==> src/rtl/mips_pkg.sv <==
// rtl/mips_pkg.sv - shared opcodes, ALU-op codes, select constants and control state types
package mips_pkg;

    localparam logic [5:0] OP_RTYPE = 6'b000000;
    localparam logic [5:0] OP_LW    = 6'b100011;
    localparam logic [5:0] OP_SW    = 6'b101011;
    localparam logic [5:0] OP_BEQ   = 6'b000100;
    localparam logic [5:0] OP_J     = 6'b000010;
    localparam logic [5:0] OP_ADDI  = 6'b001000;
    localparam logic [5:0] OP_ANDI  = 6'b001100;
    localparam logic [5:0] OP_ORI   = 6'b001101;

    localparam logic [2:0] ALU_ADD   = 3'b000;
    localparam logic [2:0] ALU_BEQ   = 3'b001;
    localparam logic [2:0] ALU_RTYPE = 3'b010;
    localparam logic [2:0] ALU_ANDI  = 3'b011;
    localparam logic [2:0] ALU_ORI   = 3'b100;

    localparam logic [1:0] SRC_B_REG      = 2'b00;
    localparam logic [1:0] SRC_B_FOUR     = 2'b01;
    localparam logic [1:0] SRC_B_IMM      = 2'b10;
    localparam logic [1:0] SRC_B_IMM_SHL2 = 2'b11;

    localparam logic [1:0] PC_SRC_ALU    = 2'b00;
    localparam logic [1:0] PC_SRC_ALUOUT = 2'b01;
    localparam logic [1:0] PC_SRC_JUMP   = 2'b10;

    typedef enum logic [3:0] {
        S_FETCH    = 4'd0,
        S_DECODE   = 4'd1,
        S_MEM_ADDR = 4'd2,
        S_MEM_RD   = 4'd3,
        S_MEM_WB   = 4'd4,
        S_MEM_WR   = 4'd5,
        S_R_EXEC   = 4'd6,
        S_R_WB     = 4'd7,
        S_BRANCH   = 4'd8,
        S_JUMP     = 4'd9,
        S_I_EXEC   = 4'd10,
        S_I_WB     = 4'd11
`ifdef ILLEGAL_OP_TRAP_EN
        , S_TRAP   = 4'd12
`endif
    } state_t;

    typedef struct packed {
        logic       pc_write;
        logic       pc_write_cond;
        logic       i_or_d;
        logic       mem_read;
        logic       mem_write;
        logic       ir_write;
        logic       mem_to_reg;
        logic       reg_dst;
        logic       reg_write;
        logic       alu_src_a;
        logic [1:0] alu_src_b;
        logic [1:0] pc_source;
        logic [2:0] alu_op;
    } ctrl_t;

endpackage

==> src/rtl/control_output_decode.sv <==
// rtl/control_output_decode.sv - combinational state-to-control-word ROM
module control_output_decode
    import mips_pkg::*;
(
    input  state_t     state,
    input  logic [5:0] opcode,
    input  logic       mem_ready,
    output ctrl_t      ctrl
);

    always_comb begin
        ctrl        = '0;
        ctrl.alu_op = ALU_ADD;
        case (state)
            S_FETCH: begin
                // IR load and PC increment commit only on the cycle memory delivers
                ctrl.mem_read  = 1'b1;
                ctrl.alu_src_b = SRC_B_FOUR;
                ctrl.pc_source = PC_SRC_ALU;
                ctrl.ir_write  = mem_ready;
                ctrl.pc_write  = mem_ready;
            end
            S_DECODE: begin
                ctrl.alu_src_b = SRC_B_IMM_SHL2;
            end
            S_MEM_ADDR: begin
                ctrl.alu_src_a = 1'b1;
                ctrl.alu_src_b = SRC_B_IMM;
            end
            S_MEM_RD: begin
                ctrl.mem_read = 1'b1;
                ctrl.i_or_d   = 1'b1;
            end
            S_MEM_WB: begin
                ctrl.reg_write  = 1'b1;
                ctrl.mem_to_reg = 1'b1;
            end
            S_MEM_WR: begin
                ctrl.mem_write = 1'b1;
                ctrl.i_or_d    = 1'b1;
            end
            S_R_EXEC: begin
                ctrl.alu_src_a = 1'b1;
                ctrl.alu_src_b = SRC_B_REG;
                ctrl.alu_op    = ALU_RTYPE;
            end
            S_R_WB: begin
                ctrl.reg_write = 1'b1;
                ctrl.reg_dst   = 1'b1;
            end
            S_BRANCH: begin
                ctrl.alu_src_a     = 1'b1;
                ctrl.alu_src_b     = SRC_B_REG;
                ctrl.alu_op        = ALU_BEQ;
                ctrl.pc_write_cond = 1'b1;
                ctrl.pc_source     = PC_SRC_ALUOUT;
            end
            S_JUMP: begin
                ctrl.pc_write  = 1'b1;
                ctrl.pc_source = PC_SRC_JUMP;
            end
            S_I_EXEC: begin
                ctrl.alu_src_a = 1'b1;
                ctrl.alu_src_b = SRC_B_IMM;
                case (opcode)
                    OP_ANDI: ctrl.alu_op = ALU_ANDI;
                    OP_ORI:  ctrl.alu_op = ALU_ORI;
                    default: ctrl.alu_op = ALU_ADD;
                endcase
            end
            S_I_WB: begin
                ctrl.reg_write = 1'b1;
            end
            default: ;
        endcase
    end

endmodule

==> src/rtl/multicycle_control.sv <==
// rtl/multicycle_control.sv - multi-cycle MIPS main control FSM; ILLEGAL_OP_TRAP_EN enables the illegal-opcode trap
module multicycle_control
    import mips_pkg::*;
(
    input  logic       clk,
    input  logic       reset,
    input  logic [5:0] opcode,
    input  logic       mem_ready,
    output logic       pc_write,
    output logic       pc_write_cond,
    output logic       i_or_d,
    output logic       mem_read,
    output logic       mem_write,
    output logic       ir_write,
    output logic       mem_to_reg,
    output logic       reg_dst,
    output logic       reg_write,
    output logic       alu_src_a,
    output logic [1:0] alu_src_b,
    output logic [1:0] pc_source,
    output logic [2:0] alu_op
`ifdef ILLEGAL_OP_TRAP_EN
    ,
    output logic       illegal_op
`endif
);

    state_t state;
    state_t next_state;
    ctrl_t  ctrl_raw;
    ctrl_t  ctrl;

    always_ff @(posedge clk) begin
        if (reset) state <= S_FETCH;
        else       state <= next_state;
    end

    always_comb begin
        next_state = state;
        case (state)
            S_FETCH:    if (mem_ready) next_state = S_DECODE;
            S_DECODE: begin
                case (opcode)
                    OP_LW, OP_SW:              next_state = S_MEM_ADDR;
                    OP_RTYPE:                  next_state = S_R_EXEC;
                    OP_BEQ:                    next_state = S_BRANCH;
                    OP_J:                      next_state = S_JUMP;
                    OP_ADDI, OP_ANDI, OP_ORI:  next_state = S_I_EXEC;
`ifdef ILLEGAL_OP_TRAP_EN
                    default:                   next_state = S_TRAP;
`else
                    default:                   next_state = S_FETCH;
`endif
                endcase
            end
            S_MEM_ADDR: next_state = (opcode == OP_LW) ? S_MEM_RD : S_MEM_WR;
            S_MEM_RD:   if (mem_ready) next_state = S_MEM_WB;
            S_MEM_WR:   if (mem_ready) next_state = S_FETCH;
            S_R_EXEC:   next_state = S_R_WB;
            S_I_EXEC:   next_state = S_I_WB;
`ifdef ILLEGAL_OP_TRAP_EN
            S_TRAP:     next_state = S_TRAP;
`endif
            default:    next_state = S_FETCH;
        endcase
    end

    control_output_decode u_decode (
        .state     (state),
        .opcode    (opcode),
        .mem_ready (mem_ready),
        .ctrl      (ctrl_raw)
    );

    // Reset squashes every strobe immediately so an aborted instruction writes nothing
    assign ctrl = reset ? '0 : ctrl_raw;

    assign pc_write      = ctrl.pc_write;
    assign pc_write_cond = ctrl.pc_write_cond;
    assign i_or_d        = ctrl.i_or_d;
    assign mem_read      = ctrl.mem_read;
    assign mem_write     = ctrl.mem_write;
    assign ir_write      = ctrl.ir_write;
    assign mem_to_reg    = ctrl.mem_to_reg;
    assign reg_dst       = ctrl.reg_dst;
    assign reg_write     = ctrl.reg_write;
    assign alu_src_a     = ctrl.alu_src_a;
    assign alu_src_b     = ctrl.alu_src_b;
    assign pc_source     = ctrl.pc_source;
    assign alu_op        = ctrl.alu_op;

`ifdef ILLEGAL_OP_TRAP_EN
    logic illegal_q;

    always_ff @(posedge clk) begin
        if (reset)                                           illegal_q <= 1'b0;
        else if (state == S_DECODE && next_state == S_TRAP)  illegal_q <= 1'b1;
    end

    assign illegal_op = illegal_q & ~reset;
`endif

endmodule

==> config.mk <==
export PLATFORM = sky130hd
export DESIGN_NAME = multicycle_control
export DESIGN_NICKNAME = d
export VERILOG_FILES = /design/src/rtl/mips_pkg.sv /design/src/rtl/control_output_decode.sv /design/src/rtl/multicycle_control.sv
export SDC_FILE = /design/constraint.sdc
export NUM_CORES = 1
export LEC_CHECK = 0
export CELL_PAD_IN_SITES_DETAIL_PLACEMENT = 1
export CELL_PAD_IN_SITES_GLOBAL_PLACEMENT = 2
export CORE_MARGIN = 5
export CORE_UTILIZATION = 23
export DETAILED_ROUTE_END_ITERATION = 6
export HOLD_SLACK_MARGIN = 0.05
export PLACE_DENSITY_LB_ADDON = 0.2
export SLEW_MARGIN = 0
export SYNTH_ARGS = -nofsm -noshare
export SYNTH_HDL_FRONTEND = slang
export SYNTH_SLANG_ARGS = --single-unit
==> constraint.sdc <==
create_clock -name clk -period 3.3 [get_ports clk]
set_input_delay 0.66 -clock clk [delete_from_list [all_inputs] [get_ports clk]]
set_output_delay 0.66 -clock clk [all_outputs]
set_load 0.02 [all_outputs]
; Yosys cells after proc, flatten, opt, wreduce, memory -nomap -nowiden
; Index checks and enable logic that the tools add are counted.
[word_totals]
reg_bits = 4
latch_bits = 0
ram_bits = 0
mem_bits_ro = 0
inputBits = 9
elab_cells = 53
memories = 0
[op_classes]
add_sub_neg = 0
multipliers = 0
div_mod_pow = 0
n_lt_le_gt_ge = 0
eq_ne = 21
shift = 0
n_mux = 21
n_bitwise = 0
n_reduce_logical = 10
[op_table]
columns = op, count
row1 = 4-bit one-hot mux with 7 select lines, 1
row2 = 4-bit one-hot mux with 5 select lines, 1
row3 = 6-bit by 4-bit equality test with 1-bit output (second input constant), 3
row4 = 17-bit two-way mux, 1
row5 = 4-bit by 3-bit equality test with 1-bit output (second input constant), 4
row6 = 4-bit equality test (second input constant), 4
row7 = 6-bit equality test (second input constant), 2
row8 = 4-bit two-way mux, 3
row9 = 1-bit two-way mux, 9
row10 = 3-bit one-hot mux with 3 select lines, 1
row11 = 4-bit by 2-bit equality test with 1-bit output (second input constant), 2
row12 = 2-bit OR reduction, 4
row13 = 6-bit by 2-bit equality test with 1-bit output (second input constant), 1
row14 = 6-bit by 3-bit equality test with 1-bit output (second input constant), 1
row15 = 6-bit zero test, 1
row16 = 2-bit != test (second input constant), 3
row17 = 2-bit one-hot mux with 3 select lines, 1
row18 = 3-bit one-hot mux with 2 select lines, 1
row19 = 3-bit OR reduction, 2
row20 = 4-bit by 1-bit equality test with 1-bit output (second input constant), 1
row21 = 4-bit zero test, 1
row22 = 2-bit one-hot mux with 2 select lines, 1
row23 = 4-bit OR reduction, 1
row24 = 3-bit two-way mux, 1
row25 = 2 further kinds, 2

; Longest topological paths before layout
[logic_depth]
word_depth = 4
depth_mapped = 5

; Hierarchy
; A second synthesis with hierarchy kept.
[hier_totals]
hier_cells = 105
area_unflattened_um2 = 723.2
[modules_own_cells]
columns = mod, n_inst, cells_per_inst, area_each_um2, seq_area_each_um2
row1 = multicycle_control, 1, 68, 480.5, 80.1
row2 = control_output_decode, 1, 37, 242.7, 0.0

; Worst setup path after synthesis
; Ideal clock, no wire load.
[synth_timing]
path_type = input port to output port
startpoint = in opcode[2]
endpoint = out alu_op[0]
t_arrival_ns = 1.642
slack_ns = 0.998
stages = 4
path_cell_list = nand2_2 > or4b_4 > nor4_4 > o21a_1
[synth_via]
elab_chain_len = 4
[synth_lines]
columns = element, line
row1 = "start, declared", multicycle_control.sv:7  ; input logic [5:0] opcode,
row2 = 6-bit by 4-bit equality test with 1-bit output, control_output_decode.sv:65  ; case (opcode)
row3 = 3-bit one-hot mux with 2 select lines *, control_output_decode.sv:65
row4 = 3-bit one-hot mux with 3 select lines *, control_output_decode.sv:14  ; case (state)
row5 = 17-bit two-way mux *, multicycle_control.sv:76  ; assign ctrl = reset ? '0 : ctrl_raw;
row6 = "end, declared", multicycle_control.sv:21  ; output logic [2:0] alu_op
; Every way passes the cells marked *; elsewhere a longest branch is shown, timed or not.

; Final worst setup path
[layout_timing]
startpoint = in reset
endpoint = out pc_write
[layout_via]
elab_chain_len = 1
[layout_lines]
columns = element, line
row1 = "start, declared", multicycle_control.sv:6  ; input logic reset,
row2 = 17-bit two-way mux, multicycle_control.sv:76
row3 = "end, declared", multicycle_control.sv:9  ; output logic pc_write,
; No other way between the ends.

==> impl_metrics.csv <==
group,metric,value,unit
worst_setup_path,end_kind,"output port",
floorplan,die_area,3940,sq um
drt,drt-total-wl,2.42,mm
clocking,cts_tree,"built",
worst_setup_path,cp.arrival,2.40,ns
clocking,htree_levels,1,
timing,post-route-period-util,0.927,
drt,wire_per_inst,15.4,microns
drt,ant_nets,0,
global_routing,grt_pass1_vias,859,
finish,fill_cells,354,
finish,reg_top3,"state: 4 flops",
finish,top_register,"state",
yosys,seq_area_frac_synth,0.125,
pwr,ir_drop,0.313,mV
yosys,synth_nets,105,
yosys,synthesis.area,641,sq um
placed_design,portBuffers,25,
drt,drcViolationCount,0,
finish,diodes,0,
yosys,async_flop_share,0,
clocking,root_buffer,"clkbuf_4",
placed_design,place_hpwl,1.89,mm
global_routing,grt_pass1_wl,4.25,mm
finish,fin_nets,137,
timing,layout_setup_ws,0.240,ns
finish,layout_commonest_cell,"clkdlybuf4s50_1",
worst_setup_path,cp.required,2.64,ns
global_routing,grt_usage,0.127,
finish,layout.cells.non_filler,157,
yosys,synth-edff-count,0,
drt,vias,832,
outcome,outcome,"completed",
finish,final_cell_mix,"clkdlybuf4s50_1 (22), buf_4 (12), nor3_1 (10), nor2_1 (7), a21oi_1 (6)",
timing,fin_crit,3.06,ns
floorplan,die_h,62.8,microns
yosys,ys.flop_type,"dfxtp_1",
timing,setup_viol,0,
yosys,ys_types,41,
timing,maxSlewViolCount,0,
global_routing,overflow,0,
worst_setup_path,cp_max_fo,5,
floorplan,core_area,2710,sq um
job,cap_violations,0,
global_routing,grt_max_degree,20,
worst_setup_path,path_class,"in2out",
worst_setup_path,start_kind,"primary input",
timing,clock_skew,0.00804,ns
clocking,clock_sinks,4,
yosys,ys_seq_elements,4,
floorplan,io_pins,26,
timing,hold_violations,0,
drt,via_per_inst,5.30,
yosys,ys_warn_count,0,
floorplan,num_rows,19,
clocking,clock_latency,0.23,ns
drt,drt-pass1-iter-count,4,
pwr,leakage,0.382,nW
floorplan,initial_core_util,0.236,
finish,largest_reg_flops,4,
timing,tightestPinTransition,0.512,ns
global_routing,antenna_found_initial,0,
placed_design,place.gp.congestion,0.804,
drt,drt_iter0_markers,27,
hold_path,min_path_type,"reg2reg",
timing,maxSlewHeadroom,0.658,
clocking,clockBufferDepth,2,
finish,drive_gt1_frac,0.167,
finish,area_delta_synth_final,54.5,%
worst_setup_path,rrSetupSlack,1.61,ns
placed_design,place_ws,-0.0509,ns
yosys,synth_cells,96,
pwr,power_density,194,nW/um^2
yosys,avgSynthCellArea,6.67,sq um
placed_design,dp_cells,154,
clocking,cts_made_buffers,3,
timing,rsz0062_at_grt,"no",
timing,max_freq,327,MHz
floorplan,dieWidth,62.8,microns
clocking,clk_pin_slew,0.03,ns
worst max-delay path: stages:
cell	delay [ns]
clkdlybuf4s50_1	0.49
nor3_1	0.32
and3_1	0.23
or2_2	0.11
clkdlybuf4s50_1	0.59
synthesized netlist by cell type, types with 2 or more instances:
cell	count	area (sq um)
a21oi_1	6	30.0
a22o_1	2	17.5
and3_1	4	25.0
buf_1	2	7.51
buf_2	5	25.0
dfxtp_1	4	80.1
inv_1	4	15.0
nand2_1	3	11.3
nand2b_1	3	18.8
nand3_1	4	20.0
nor2_1	7	26.3
nor2b_1	3	18.8
nor3_1	10	50.1
nor4_1	4	25.0
o21a_1	4	30.0
o21ai_0	5	25.0
or2_2	2	12.5
power by group:
part / switching [W] / internal [W]
clock: 0.0000196 / 0.0000406
sequential: 0.00000146 / 0.0000501
combinational: 0.0000412 / 0.0000388
total: 0.0000622 / 0.000130
layout make-up:
type,count,area (sq um),area share
Multi-Input combinational cell,78,497,0.502
Tap cell,31,38.8,0.0392
Inverter,4,15.0,0.0152
Sequential cell,4,80.1,0.0809
Clock buffer,3,22.5,0.0228
Timing Repair Buffer,37,337,0.340
per-stage QoR:
stage	TNS, ns	instance area [sq um]	utilization	hold WS [ns]	total power (W)
4_1_cts	0	990	0.365	0.653	0.000194
6_report	0	990	0.365	0.652	0.000192
3_3_place_gp	-0.0587	971	0.358	0.636	0.000132
5_1_grt	0	990	0.365	0.695	0.000206
2_1_floorplan	0	641	-	0.604	0.0000923
3_5_place_dp	-0.121	971	0.358	0.641	0.000133
what timing repair did:
item                       in CTS  in global routing
gates resized for setup         3                  0
setup endpoints to repair       3                  0
setup buffers                   0                  0
hold buffers                    0                  0
final timing paths:
path | cells past startpoint | end | startpoint
min | 2 | state[3] | state[0]
max reg2reg | 4 | state[2] | state[3]
max | 5 | pc_write | reset
min reg2reg | 2 | state[3] | state[0]
kinds of logic (layout without fill, tap and decap cells):
| kind of cell | Yosys count | after routing | share of synthesized area |
|---|---|---|---|
| DFF | 4 | 4 | 0.125 |
| AOI/OAI and AO/OA | 26 | 26 | 0.272 |
| and+or+nand+nor | 50 | 50 | 0.477 |
| xor gates and xnor gates | 2 | 2 | 0.0273 |
| buffers and inverters | 14 | 44 | 0.0996 |
metal layers:
metal / routed length (microns) / share of wire / GRT usage
met4: 0 / 0 / 0.00796
met3: 111 / 0.046 / 0.0324
met5: 0 / 0 / 0
met1: 1180 / 0.49 / 0.178
met2: 1130 / 0.47 / 0.203
(Power assumes the default switching activity.)
